[src/rtl/sdram_arbiter_pkg.sv]
// Shared types and helpers for the SDRAM user-port arbiter.
package sdram_arb_pkg;

  localparam int ADDR_W_DEF = 23;
  localparam int DATA_W_DEF = 32;

  typedef enum logic [0:0] {
    IDLE = 1'b0,
    BUSY = 1'b1
  } arb_state_e;

  // One-hot decode of a requester index; callers cast down to NUM_REQ bits.
  function automatic logic [7:0] onehot(input logic [2:0] idx);
    onehot = 8'b0000_0001 << idx;
  endfunction

endpackage

[src/rtl/sdram_arbiter_if.sv]
// Requester-side and SDRAM-controller-side signals of the arbiter.
interface sdram_arbiter_if #(
  parameter int NUM_REQ = 3,
  parameter int ADDR_W  = sdram_arb_pkg::ADDR_W_DEF,
  parameter int DATA_W  = sdram_arb_pkg::DATA_W_DEF
);
  logic [NUM_REQ-1:0]             req_read;
  logic [NUM_REQ-1:0]             req_write;
  logic [NUM_REQ-1:0][ADDR_W-1:0] req_addr;
  logic [NUM_REQ-1:0][DATA_W-1:0] req_writedata;
  logic [DATA_W-1:0]              req_readdata;
  logic [NUM_REQ-1:0]             req_finished;
  logic [NUM_REQ-1:0]             grant;
  logic                           sdram_read;
  logic                           sdram_write;
  logic [ADDR_W-1:0]              sdram_addr;
  logic [DATA_W-1:0]              sdram_writedata;
  logic [DATA_W-1:0]              sdram_readdata;
  logic                           sdram_finished;
  logic                           timeout_err;

  modport slave (
    input  req_read, req_write, req_addr, req_writedata,
    input  sdram_readdata, sdram_finished,
    output req_readdata, req_finished, grant,
    output sdram_read, sdram_write, sdram_addr, sdram_writedata, timeout_err
  );

  modport master (
    output req_read, req_write, req_addr, req_writedata,
    output sdram_readdata, sdram_finished,
    input  req_readdata, req_finished, grant,
    input  sdram_read, sdram_write, sdram_addr, sdram_writedata, timeout_err
  );
endinterface

[src/rtl/sdram_arbiter_rr_picker.sv]
// Combinational round-robin finder: first pending index after 'last', wrapping.
module rr_picker #(
  parameter int NUM_REQ = 3,
  localparam int IDX_W  = $clog2(NUM_REQ)
) (
  input  logic [NUM_REQ-1:0] pending,
  input  logic [IDX_W-1:0]   last,
  output logic               valid,
  output logic [IDX_W-1:0]   idx
);

  int               cand_s;
  logic [IDX_W-1:0] cand_idx_s;
  logic             hit_s;

  // Scan last+1 .. last+NUM_REQ (mod NUM_REQ) and keep the first hit.
  always_comb begin
    valid      = 1'b0;
    idx        = '0;
    cand_s     = 32'sd0;
    cand_idx_s = '0;
    hit_s      = 1'b0;
    for (int k = 32'sd1; k <= NUM_REQ; k++) begin
      cand_s     = (int'(last) + k) % NUM_REQ;
      cand_idx_s = IDX_W'(cand_s);
      hit_s      = !valid && pending[cand_idx_s];
      idx        = hit_s ? cand_idx_s : idx;
      valid      = valid | hit_s;
    end
  end

endmodule

[src/rtl/sdram_arbiter.sv]
// Round-robin arbiter sharing one SDRAM user port; command latched at grant.
// Optional watchdog abort built when ARB_TIMEOUT_EN is defined.
module sdram_arbiter
  import sdram_arb_pkg::*;
#(
  parameter int NUM_REQ = 3,
  parameter int ADDR_W  = ADDR_W_DEF,
  parameter int DATA_W  = DATA_W_DEF,
  parameter int TIMEOUT = 1024
) (
  input logic            i_clk,
  input logic            i_rst_n,
  sdram_arbiter_if.slave bus
);

  localparam int IDX_W = $clog2(NUM_REQ);

  arb_state_e          state_r;
  arb_state_e          state_s;
  logic [IDX_W-1:0]    last_r;
  logic [NUM_REQ-1:0]  grant_r;
  logic [ADDR_W-1:0]   cmd_addr_r;
  logic [DATA_W-1:0]   cmd_wdata_r;
  logic                cmd_is_write_r;
  logic [NUM_REQ-1:0]  pending_s;
  logic                pick_valid_s;
  logic [IDX_W-1:0]    pick_idx_s;
  logic                load_s;
  logic                done_s;
  logic                timeout_s;

  assign pending_s = bus.req_read | bus.req_write;

  rr_picker #(.NUM_REQ(NUM_REQ)) u_picker (
    .pending (pending_s),
    .last    (last_r),
    .valid   (pick_valid_s),
    .idx     (pick_idx_s)
  );

`ifdef ARB_TIMEOUT_EN
  localparam int CNT_W = $clog2(TIMEOUT + 1);
  logic [CNT_W-1:0] cnt_r;

  // Watchdog: cleared at grant, counts every BUSY cycle.
  always_ff @(posedge i_clk or negedge i_rst_n) begin
    if (!i_rst_n) begin
      cnt_r <= '0;
    end else if (load_s) begin
      cnt_r <= '0;
    end else if (state_r == BUSY) begin
      cnt_r <= cnt_r + CNT_W'(1);
    end else begin
      cnt_r <= cnt_r;
    end
  end

  // A completion arriving in the limit cycle takes priority over the abort.
  assign timeout_s = (state_r == BUSY) && (cnt_r == CNT_W'(TIMEOUT - 1)) && !bus.sdram_finished;
`else
  assign timeout_s = 1'b0;
`endif

  // State register.
  always_ff @(posedge i_clk or negedge i_rst_n) begin
    if (!i_rst_n) begin
      state_r <= IDLE;
    end else begin
      state_r <= state_s;
    end
  end

  // Next-state decode with grant-load and release strobes.
  always_comb begin
    state_s = state_r;
    load_s  = 1'b0;
    done_s  = 1'b0;
    case (state_r)
      IDLE: begin
        if (pick_valid_s) begin
          state_s = BUSY;
          load_s  = 1'b1;
        end else begin
          state_s = IDLE;
        end
      end
      BUSY: begin
        if (bus.sdram_finished || timeout_s) begin
          state_s = IDLE;
          done_s  = 1'b1;
        end else begin
          state_s = BUSY;
        end
      end
      default: begin
        state_s = IDLE;
      end
    endcase
  end

  // Grant, round-robin pointer and the latched command; read+write counts as write.
  always_ff @(posedge i_clk or negedge i_rst_n) begin
    if (!i_rst_n) begin
      grant_r        <= '0;
      last_r         <= IDX_W'(NUM_REQ - 1);
      cmd_addr_r     <= '0;
      cmd_wdata_r    <= '0;
      cmd_is_write_r <= 1'b0;
    end else if (load_s) begin
      grant_r        <= NUM_REQ'(onehot(3'(pick_idx_s)));
      last_r         <= pick_idx_s;
      cmd_addr_r     <= bus.req_addr[pick_idx_s];
      cmd_wdata_r    <= bus.req_writedata[pick_idx_s];
      cmd_is_write_r <= bus.req_write[pick_idx_s];
    end else if (done_s) begin
      grant_r        <= '0;
    end else begin
      grant_r        <= grant_r;
    end
  end

  // Completion is routed to the owner only while a transaction is open.
  always_comb begin
    if ((state_r == BUSY) && bus.sdram_finished) begin
      bus.req_finished = grant_r;
    end else begin
      bus.req_finished = '0;
    end
  end

  assign bus.grant           = grant_r;
  assign bus.sdram_read      = (state_r == BUSY) && !cmd_is_write_r;
  assign bus.sdram_write     = (state_r == BUSY) && cmd_is_write_r;
  assign bus.sdram_addr      = cmd_addr_r;
  assign bus.sdram_writedata = cmd_wdata_r;
  assign bus.req_readdata    = bus.sdram_readdata;
  assign bus.timeout_err     = timeout_s;

endmodule

[src/flat_wrapper.sv]
// flat-port wrapper written by rule: the top's interface ports become plain ports
module sdram_arbiter_flat import sdram_arb_pkg::*;
#(
  parameter int NUM_REQ = 3,
  parameter int ADDR_W  = ADDR_W_DEF,
  parameter int DATA_W  = DATA_W_DEF,
  parameter int TIMEOUT = 1024
)
  (i_clk, i_rst_n, bus_req_read, bus_req_write, bus_req_addr, bus_req_writedata, bus_sdram_readdata, bus_sdram_finished, bus_req_readdata, bus_req_finished, bus_grant, bus_sdram_read, bus_sdram_write, bus_sdram_addr, bus_sdram_writedata, bus_timeout_err);
  sdram_arbiter_if #(.NUM_REQ(NUM_REQ), .ADDR_W(ADDR_W), .DATA_W(DATA_W)) bus_i ();
  input logic i_clk;
  input logic i_rst_n;
  input wire logic [$bits(bus_i.req_read)-1:0] bus_req_read;
  input wire logic [$bits(bus_i.req_write)-1:0] bus_req_write;
  input wire logic [$bits(bus_i.req_addr)-1:0] bus_req_addr;
  input wire logic [$bits(bus_i.req_writedata)-1:0] bus_req_writedata;
  input wire logic [$bits(bus_i.sdram_readdata)-1:0] bus_sdram_readdata;
  input wire logic [$bits(bus_i.sdram_finished)-1:0] bus_sdram_finished;
  output wire logic [$bits(bus_i.req_readdata)-1:0] bus_req_readdata;
  output wire logic [$bits(bus_i.req_finished)-1:0] bus_req_finished;
  output wire logic [$bits(bus_i.grant)-1:0] bus_grant;
  output wire logic [$bits(bus_i.sdram_read)-1:0] bus_sdram_read;
  output wire logic [$bits(bus_i.sdram_write)-1:0] bus_sdram_write;
  output wire logic [$bits(bus_i.sdram_addr)-1:0] bus_sdram_addr;
  output wire logic [$bits(bus_i.sdram_writedata)-1:0] bus_sdram_writedata;
  output wire logic [$bits(bus_i.timeout_err)-1:0] bus_timeout_err;
  assign bus_i.req_read = bus_req_read;
  assign bus_i.req_write = bus_req_write;
  assign bus_i.req_addr = bus_req_addr;
  assign bus_i.req_writedata = bus_req_writedata;
  assign bus_i.sdram_readdata = bus_sdram_readdata;
  assign bus_i.sdram_finished = bus_sdram_finished;
  assign bus_req_readdata = bus_i.req_readdata;
  assign bus_req_finished = bus_i.req_finished;
  assign bus_grant = bus_i.grant;
  assign bus_sdram_read = bus_i.sdram_read;
  assign bus_sdram_write = bus_i.sdram_write;
  assign bus_sdram_addr = bus_i.sdram_addr;
  assign bus_sdram_writedata = bus_i.sdram_writedata;
  assign bus_timeout_err = bus_i.timeout_err;
  sdram_arbiter #(.NUM_REQ(NUM_REQ), .ADDR_W(ADDR_W), .DATA_W(DATA_W), .TIMEOUT(TIMEOUT)) u_core (.i_clk(i_clk), .i_rst_n(i_rst_n), .bus(bus_i));
endmodule
[config.mk]
export PLATFORM = sky130hd
export DESIGN_NAME = sdram_arbiter_flat
export DESIGN_NICKNAME = d
export VERILOG_FILES = /design/src/rtl/sdram_arbiter_pkg.sv /design/src/rtl/sdram_arbiter_if.sv /design/src/rtl/sdram_arbiter_rr_picker.sv /design/src/rtl/sdram_arbiter.sv /design/src/flat_wrapper.sv
export SDC_FILE = /design/constraint.sdc
export NUM_CORES = 1
export LEC_CHECK = 0
export CORE_MARGIN = 10
export CORE_UTILIZATION = 36
export CTS_BUF_LIST = sky130_fd_sc_hd__clkbuf_2 sky130_fd_sc_hd__clkbuf_4 sky130_fd_sc_hd__clkbuf_8
export CTS_CLUSTER_DIAMETER = 50
export DETAILED_ROUTE_END_ITERATION = 7
export PLACE_DENSITY_LB_ADDON = 0.1
export REMOVE_ABC_BUFFERS = 1
export SLEW_MARGIN = 5
export SYNTH_ARGS = -nofsm -noshare
export SYNTH_HDL_FRONTEND = slang
export SYNTH_SLANG_ARGS = --single-unit
[constraint.sdc]
create_clock -name i_clk -period 3.25 [get_ports i_clk]
set_input_delay 0.8125 -clock i_clk [delete_from_list [all_inputs] [get_ports i_clk]]
set_output_delay 0.8125 -clock i_clk [all_outputs]
set_load 0.005 [all_outputs]
* Yosys cells after proc, flatten, opt, wreduce, memory -nomap -nowiden
Index checks and enable logic that the tools add are counted.
** Storage, ports and cells
- Register bits after elaboration :: 62
- Output and inout bits :: 96
- Bits of input ports :: 206
** Cells by class
- Add/sub/neg operators :: 3
- Div/mod/pow operators :: 3
- Bitwise logic cells :: 4
- Reduce and logical (&&, ||, !) cells :: 9
- Muxes and demuxes :: 24
- Shift-type cells :: 1
- Order comparisons :: 4
** Operators by type and width (number)
- modulo 32 x 3 -> 32 bit, second input constant :: 3
- binary-select mux 32 bit (select 2 bit) :: 1
- binary-select mux 23 bit (select 2 bit) :: 1
- 2-to-1 mux 32 bit :: 1
- 2-to-1 mux 23 bit :: 1
- less-than comparator 2 x 3 -> 1 bit, second input constant :: 4
- 2-to-1 mux 1 bit :: 9
- 2-to-1 mux 3 bit :: 3
- binary-select mux 1 bit (select 2 bit) :: 4
- adder 2 x 2 -> 3 bit, second input constant :: 2
- 2-to-1 mux 2 bit :: 3
- logical AND 1 bit :: 5
- adder 2 x 1 -> 3 bit, second input constant :: 1
- logical NOT 1 bit :: 3
- bitwise OR 3 bit :: 1
- left shift 1 x 2 -> 3 bit, first input constant :: 1
- bitwise OR 1 bit :: 2
- case mux 1 bit (2 select lines) :: 1
- nonzero test 2 bit :: 1
- NOT 1 bit :: 1

* Logic depth before layout (Yosys ltp)
- Depth after elaboration :: 13
- Gate-level depth with buffers :: 10
- Mapped depth without buffers :: 8

* By module
Synthesis repeated with hierarchy kept, for this count alone.
** Second synthesis, totals
- Cell total of the unflattened synthesis :: 414
- Area, all modules :: 4172.8 um^2
** By module, submodules not included
- sdram_arbiter :: instances 1, area an instance 4041.4 um^2, cells each 394
- rr_picker :: instances 1, area an instance 131.4 um^2, cells each 20

* Worst setup path before layout
OpenSTA, ideal clock, no wires.
- Path type :: input to register
- From :: input port bus_req_write[1]
- To :: register u_core.cmd_is_write_r
- Path slack :: 0.989 ns
- Stages :: 8
- Data required time :: 3.123 ns
- Path buffers :: 2
- Arrival time :: 2.135 ns
- Cells stage by stage :: nor2_2 > a211oi_2 > nor4_2 > nand2_1 > nand3_2 > buf_6 > buf_4 > o21ai_1
** On the way
- Word-level cells in the longest chain between the ends :: 11
** Ends and longest elaborated chain
- from (decl) :: line flat_wrapper.sv:14 : input wire logic [$bits(bus_i.req_write)-1:0] bus_req_write;
- bitwise OR 3 bit :: line sdram_arbiter.sv:32 : assign pending_s = bus.req_read | bus.req_write;
- binary-select mux 1 bit (select 2 bit) :: line sdram_arbiter_rr_picker.sv:26 : hit_s = !valid && pending[cand_idx_s];
- 2-to-1 mux 1 bit (not written as such) :: line sdram_arbiter_rr_picker.sv:26
- logical NOT 1 bit :: line sdram_arbiter_rr_picker.sv:26
- logical AND 1 bit :: line sdram_arbiter_rr_picker.sv:26
- bitwise OR 1 bit :: line sdram_arbiter_rr_picker.sv:28 : valid = valid | hit_s;
- logical NOT 1 bit :: line sdram_arbiter_rr_picker.sv:26
- logical AND 1 bit :: line sdram_arbiter_rr_picker.sv:26
- 2-to-1 mux 2 bit / bitwise OR 1 bit (equally long branches) :: line sdram_arbiter_rr_picker.sv:27, sdram_arbiter_rr_picker.sv:28
- binary-select mux 1 bit (select 2 bit) / 2-to-1 mux 1 bit (equally long branches) :: line sdram_arbiter.sv:114, sdram_arbiter.sv:80
- 2-to-1 mux 1 bit, on equally long branches :: line sdram_arbiter.sv:114, sdram_arbiter.sv:78
- to (signal assigned) :: line sdram_arbiter.sv:114 : cmd_is_write_r <= bus.req_write[pick_idx_s];
- to (decl) :: line sdram_arbiter.sv:24 : logic cmd_is_write_r;
Several ways; a longest one is shown, not always the timed one. The select of a mux whose other input is x is not followed.
A chain may end at the register's enable or synchronous reset.

* Worst setup path after layout
- From :: input port bus_sdram_finished
- To :: output port bus_req_finished[0]
** On the way
- Word-level cells in the longest chain between the ends :: 2
** Ends and longest elaborated chain
- from (decl) :: line flat_wrapper.sv:18 : input wire logic [$bits(bus_i.sdram_finished)-1:0] bus_sdram_finished;
- logical AND 1 bit :: line sdram_arbiter.sv:124 : if ((state_r == BUSY) && bus.sdram_finished) begin
- 2-to-1 mux 3 bit :: line sdram_arbiter.sv:124
- to (decl) :: line flat_wrapper.sv:20 : output wire logic [$bits(bus_i.req_finished)-1:0] bus_req_finished;
No other way between the ends.

==> summary.txt <==
Route
  • Initial DRT Pass Iterations: 4
  • # DRC: 0
  • Routed vias/inst: around 5.2
  • Post-detailed-route count of antenna-violating nets: 0
  • DR vias: 3,547
  • Initial drt markers: between 150 and 200
  • WL per Instance: roughly 23 um
  • Final WL: about 16,000 um

Yosys
  • Yosys reg bits: a little over 60
  • Top_reg_cell synth: dfrtp_1
  • Synth async-reset ratio: 100%
  • Warnings from Yosys: 0
  • EDFF count, synth: 0
  • Post-synth cell types: 37
  • Synthesized area: roughly 3700 um^2
  • Seq/Total Area, Yosys: approximately 42%
  • Syn Inst Count: 348
  • Avg Cell Area, Syn: roughly 11 um^2

Pwr
  • Net Sw Frac: roughly two fifths
  • Clock network power share: roughly an eighth
  • Psw: between 2 and 2.5 mW
  • Static Leakage: about 2.6 nW
  • Comb power frac: between 60% and 70%
  • Flop pwr share: 22.7%
  • Cell Int Power: roughly 3.8 mW
  • Pwr Density: 1000 nW/um^2
  • VDD IR max: between 0.7 and 0.8 mV

Critical path
  • Slowest cell on crit path: clkdlybuf4s50_1
  • Cell repeated most along the worst path: clkdlybuf4s50_1
  • Required time worst endpoint: between 2 and 2.5 ns
  • CP endpoint kind: output pin
  • CP Cell Sequence: clkdlybuf4s50_1, and3_1, clkdlybuf4s50_1
  • CP delay by family, top: buffers and inverters
  • CP max FO: 6
  • WS Path Type: in2out
  • Worst Setup Start Kind: input pin
  • Worst path depth: 3
  • CP bufs+invs: 2
  • R2R cell count: 9
  • Crit-path max cell delay: about 0.55 ns
  • Worst Path Arrival: slightly above 2 ns

Clock tree
  • Clk sinks: 62
  • Hold Buf Count CTS: 0
  • CTS tree: built
  • Worst skew pair latency: about 0.33 ns
  • CTS max path bufs: 2
  • H-tree levels: 3
  • Setup bufs post-CTS: 0
  • Clock Root Buffer: clkbuf_8
  • Post_cts resized: 0
  • Clock buffer count from CTS: 9
  • Clock transition at path regs: around 0.070 ns

Floorplanning
  • Core box area: a little under 10,000 um^2
  • Die Ht: 121 um
  • Die area: roughly 15,000 um^2
  • I/O Pins: slightly above 300
  • Std cell rows: 36
  • Die Width: around 120 um
  • Starting density of the core: a little under two fifths

STA
  • Fin. max-slew vios: 0
  • Hold_ws: around 0.50 ns
  • Final period util: around 88%
  • RSZ-0062 raised after global routing: false
  • Final setup violation count: 0
  • Clock skew: approximately 0.0096 ns
  • Crit path time final: ~2.8 ns
  • Setup_tns: 0 ns
  • Hold Vio Cnt, Final: 0
  • Fmax achieved: about 350 MHz

Outcome
  • Outcome: completed

GRT
  • Initial antenna violation count: 1
  • Grt ovf: 0
  • Global-route wire length before repair: 23,100 um
  • Vias in the first global route: ~4,000
  • GRT Util Overall: 20.6%
  • Largest net degree at the start of global routing: 63

Final layout
  • Post-Route Utilization: 62.4%
  • Layout Nets: around 760
  • Area of the multi-input gates: about 1700 um^2
  • Share of cells above drive strength 1: about 7.1%
  • FILL cells: between 800 and 900
  • Non-Filler Instances: roughly 690
  • Sequential cell area: between 1500 and 2000 um^2
  • Finished Cell Area: 6150 um^2
  • P&R area growth vs syn: 66.7%

Min path
  • Tightest Hold Check Type: in2async

Run
  • # Max-Cap Violations: 0

Place
  • Placement-stage cell area: approximately 5900 um^2
  • Placed Instances: roughly 670
  • Post-DP HPWL: between 10,000 and 15,000 um
  • Routability cong.: ~0.84
  • I/O Buffers: approximately 240
## sequential cells by signal (all words and copies together), names as in the netlist
| name | cells |
|---|---|
| u_core.bus.grant | 3 |
| u_core.bus.sdram_addr | 23 |
| u_core.bus.sdram_writedata | 32 |
| u_core.cmd_is_write_r | 1 |
| u_core.last_r | 2 |
| u_core.state_r | 1 |
## cell usage after synthesis (all sizes together), types with 2 or more instances
master / instances / area share (%)
o21ai: 58 / 7.9
buf: 56 / 12
nor3: 5 / 0.95
o22ai: 2 / 0.34
a21o: 3 / 0.61
clkbuf: 2 / 0.24
nor4: 2 / 0.51
nor2: 8 / 0.95
and3: 3 / 0.51
a21oi: 6 / 0.81
a211oi: 4 / 1.1
a22oi: 56 / 11
ha: 4 / 1.4
dfrtp: 61 / 41
mux2i: 57 / 15
a22o: 3 / 0.71
nand2: 2 / 0.20
inv: 5 / 0.51
## power by group through the flow
stage	Sequential, mW	Combinational [mW]	Clock [mW]
floorplan	1.40	1.84	0
global placement	1.39	3.99	0
detailed placement	1.39	4.06	0
CTS	1.40	4.06	0.787
global route	1.45	4.32	0.817
finish	1.40	4.00	0.764
## metrics by stage
step | total power, mW | setup slack [ns]
5_1_grt | 6.58 | 0.304
4_1_cts | 6.24 | 0.406
6_report | 6.17 | 0.402
2_1_floorplan | 3.24 | -0.846
3_5_place_dp | 5.45 | 0.299
3_3_place_gp | 5.38 | 0.356
## final timing paths
check	end	slack [ns]	startpoint
worst max-delay path	bus_req_finished[0]	0.40	bus_sdram_finished
worst min-delay path	u_core.bus.sdram_writedata[17]	0.50	i_rst_n
worst max register to register	u_core.bus.sdram_addr[18]	0.68	u_core.last_r[1]
worst min register to register	u_core.bus.sdram_addr[10]	0.51	u_core.bus.sdram_addr[10]
max in group asynchronous	u_core.last_r[1]	2.45	i_rst_n
min in group i_clk	u_core.bus.sdram_addr[10]	0.51	u_core.bus.sdram_addr[10]
## metal layers
metal | wire (um) | GRT usage [%] | vias up | part of all wire (%)
met1 | 6040 | 22.2 | 1670 | 38
met2 | 7410 | 32.7 | 186 | 47
met3 | 2030 | 12.7 | 23 | 13
li1 | - | - | 1666 | -
met4 | 282 | 6.33 | 2 | 1.8
met5 | 58 | 3.82 | - | 0.37
## cell usage in the layout (no fill, tap or decap), types with 2 or more instances in the layout
master,count
inv_1,5
a211oi_1,2
buf_12,7
o21ai_1,57
buf_4,2
nor2_1,6
a21o_1,2
nor3_2,2
clkinv_2,2
nor2_2,2
nor3_1,3
a211oi_2,2
and3_1,3
clkdlybuf4s50_1,235
dfrtp_1,61
a22o_1,2
mux2i_1,57
o22ai_1,2
nand2_1,2
clkbuf_4,2
bufinv_16,2
a22oi_1,56
a21oi_1,6
clkbuf_8,10
ha_1,4
## kinds of logic after synthesis
family | after synthesis | synth area share, %
compound gates | 134 | 23.4
fa+ha+maj | 4 | 1.36
buf+inv | 63 | 12.9
flops | 62 | 42.1
mux | 57 | 15.5
other cells | 1 | 0.102
simple gates | 27 | 4.71
## worst reg2reg max path: stages, from the launching register on
cell and delay [ns]:
dfstp_2 0.56, inv_1 0.07, ha_1 0.27, nor3_1 0.34
a211oi_2 0.12, a21oi_1 0.24, a2bb2oi_4 0.22, buf_12 0.25
mux2i_1 0.31, o21ai_1 0.08
## final cells by class
type	count	area share, %
Timing Repair Buffer	245	40.8
Multi-Input combinational cell	223	27.3
Sequential cell	62	25.2
Tap cell	133	2.70
Clock buffer	12	2.48
Clock inverter	4	1.14
Inverter	5	0.305
Antenna cell	1	0.0407
(Power assumes the default switching activity.)
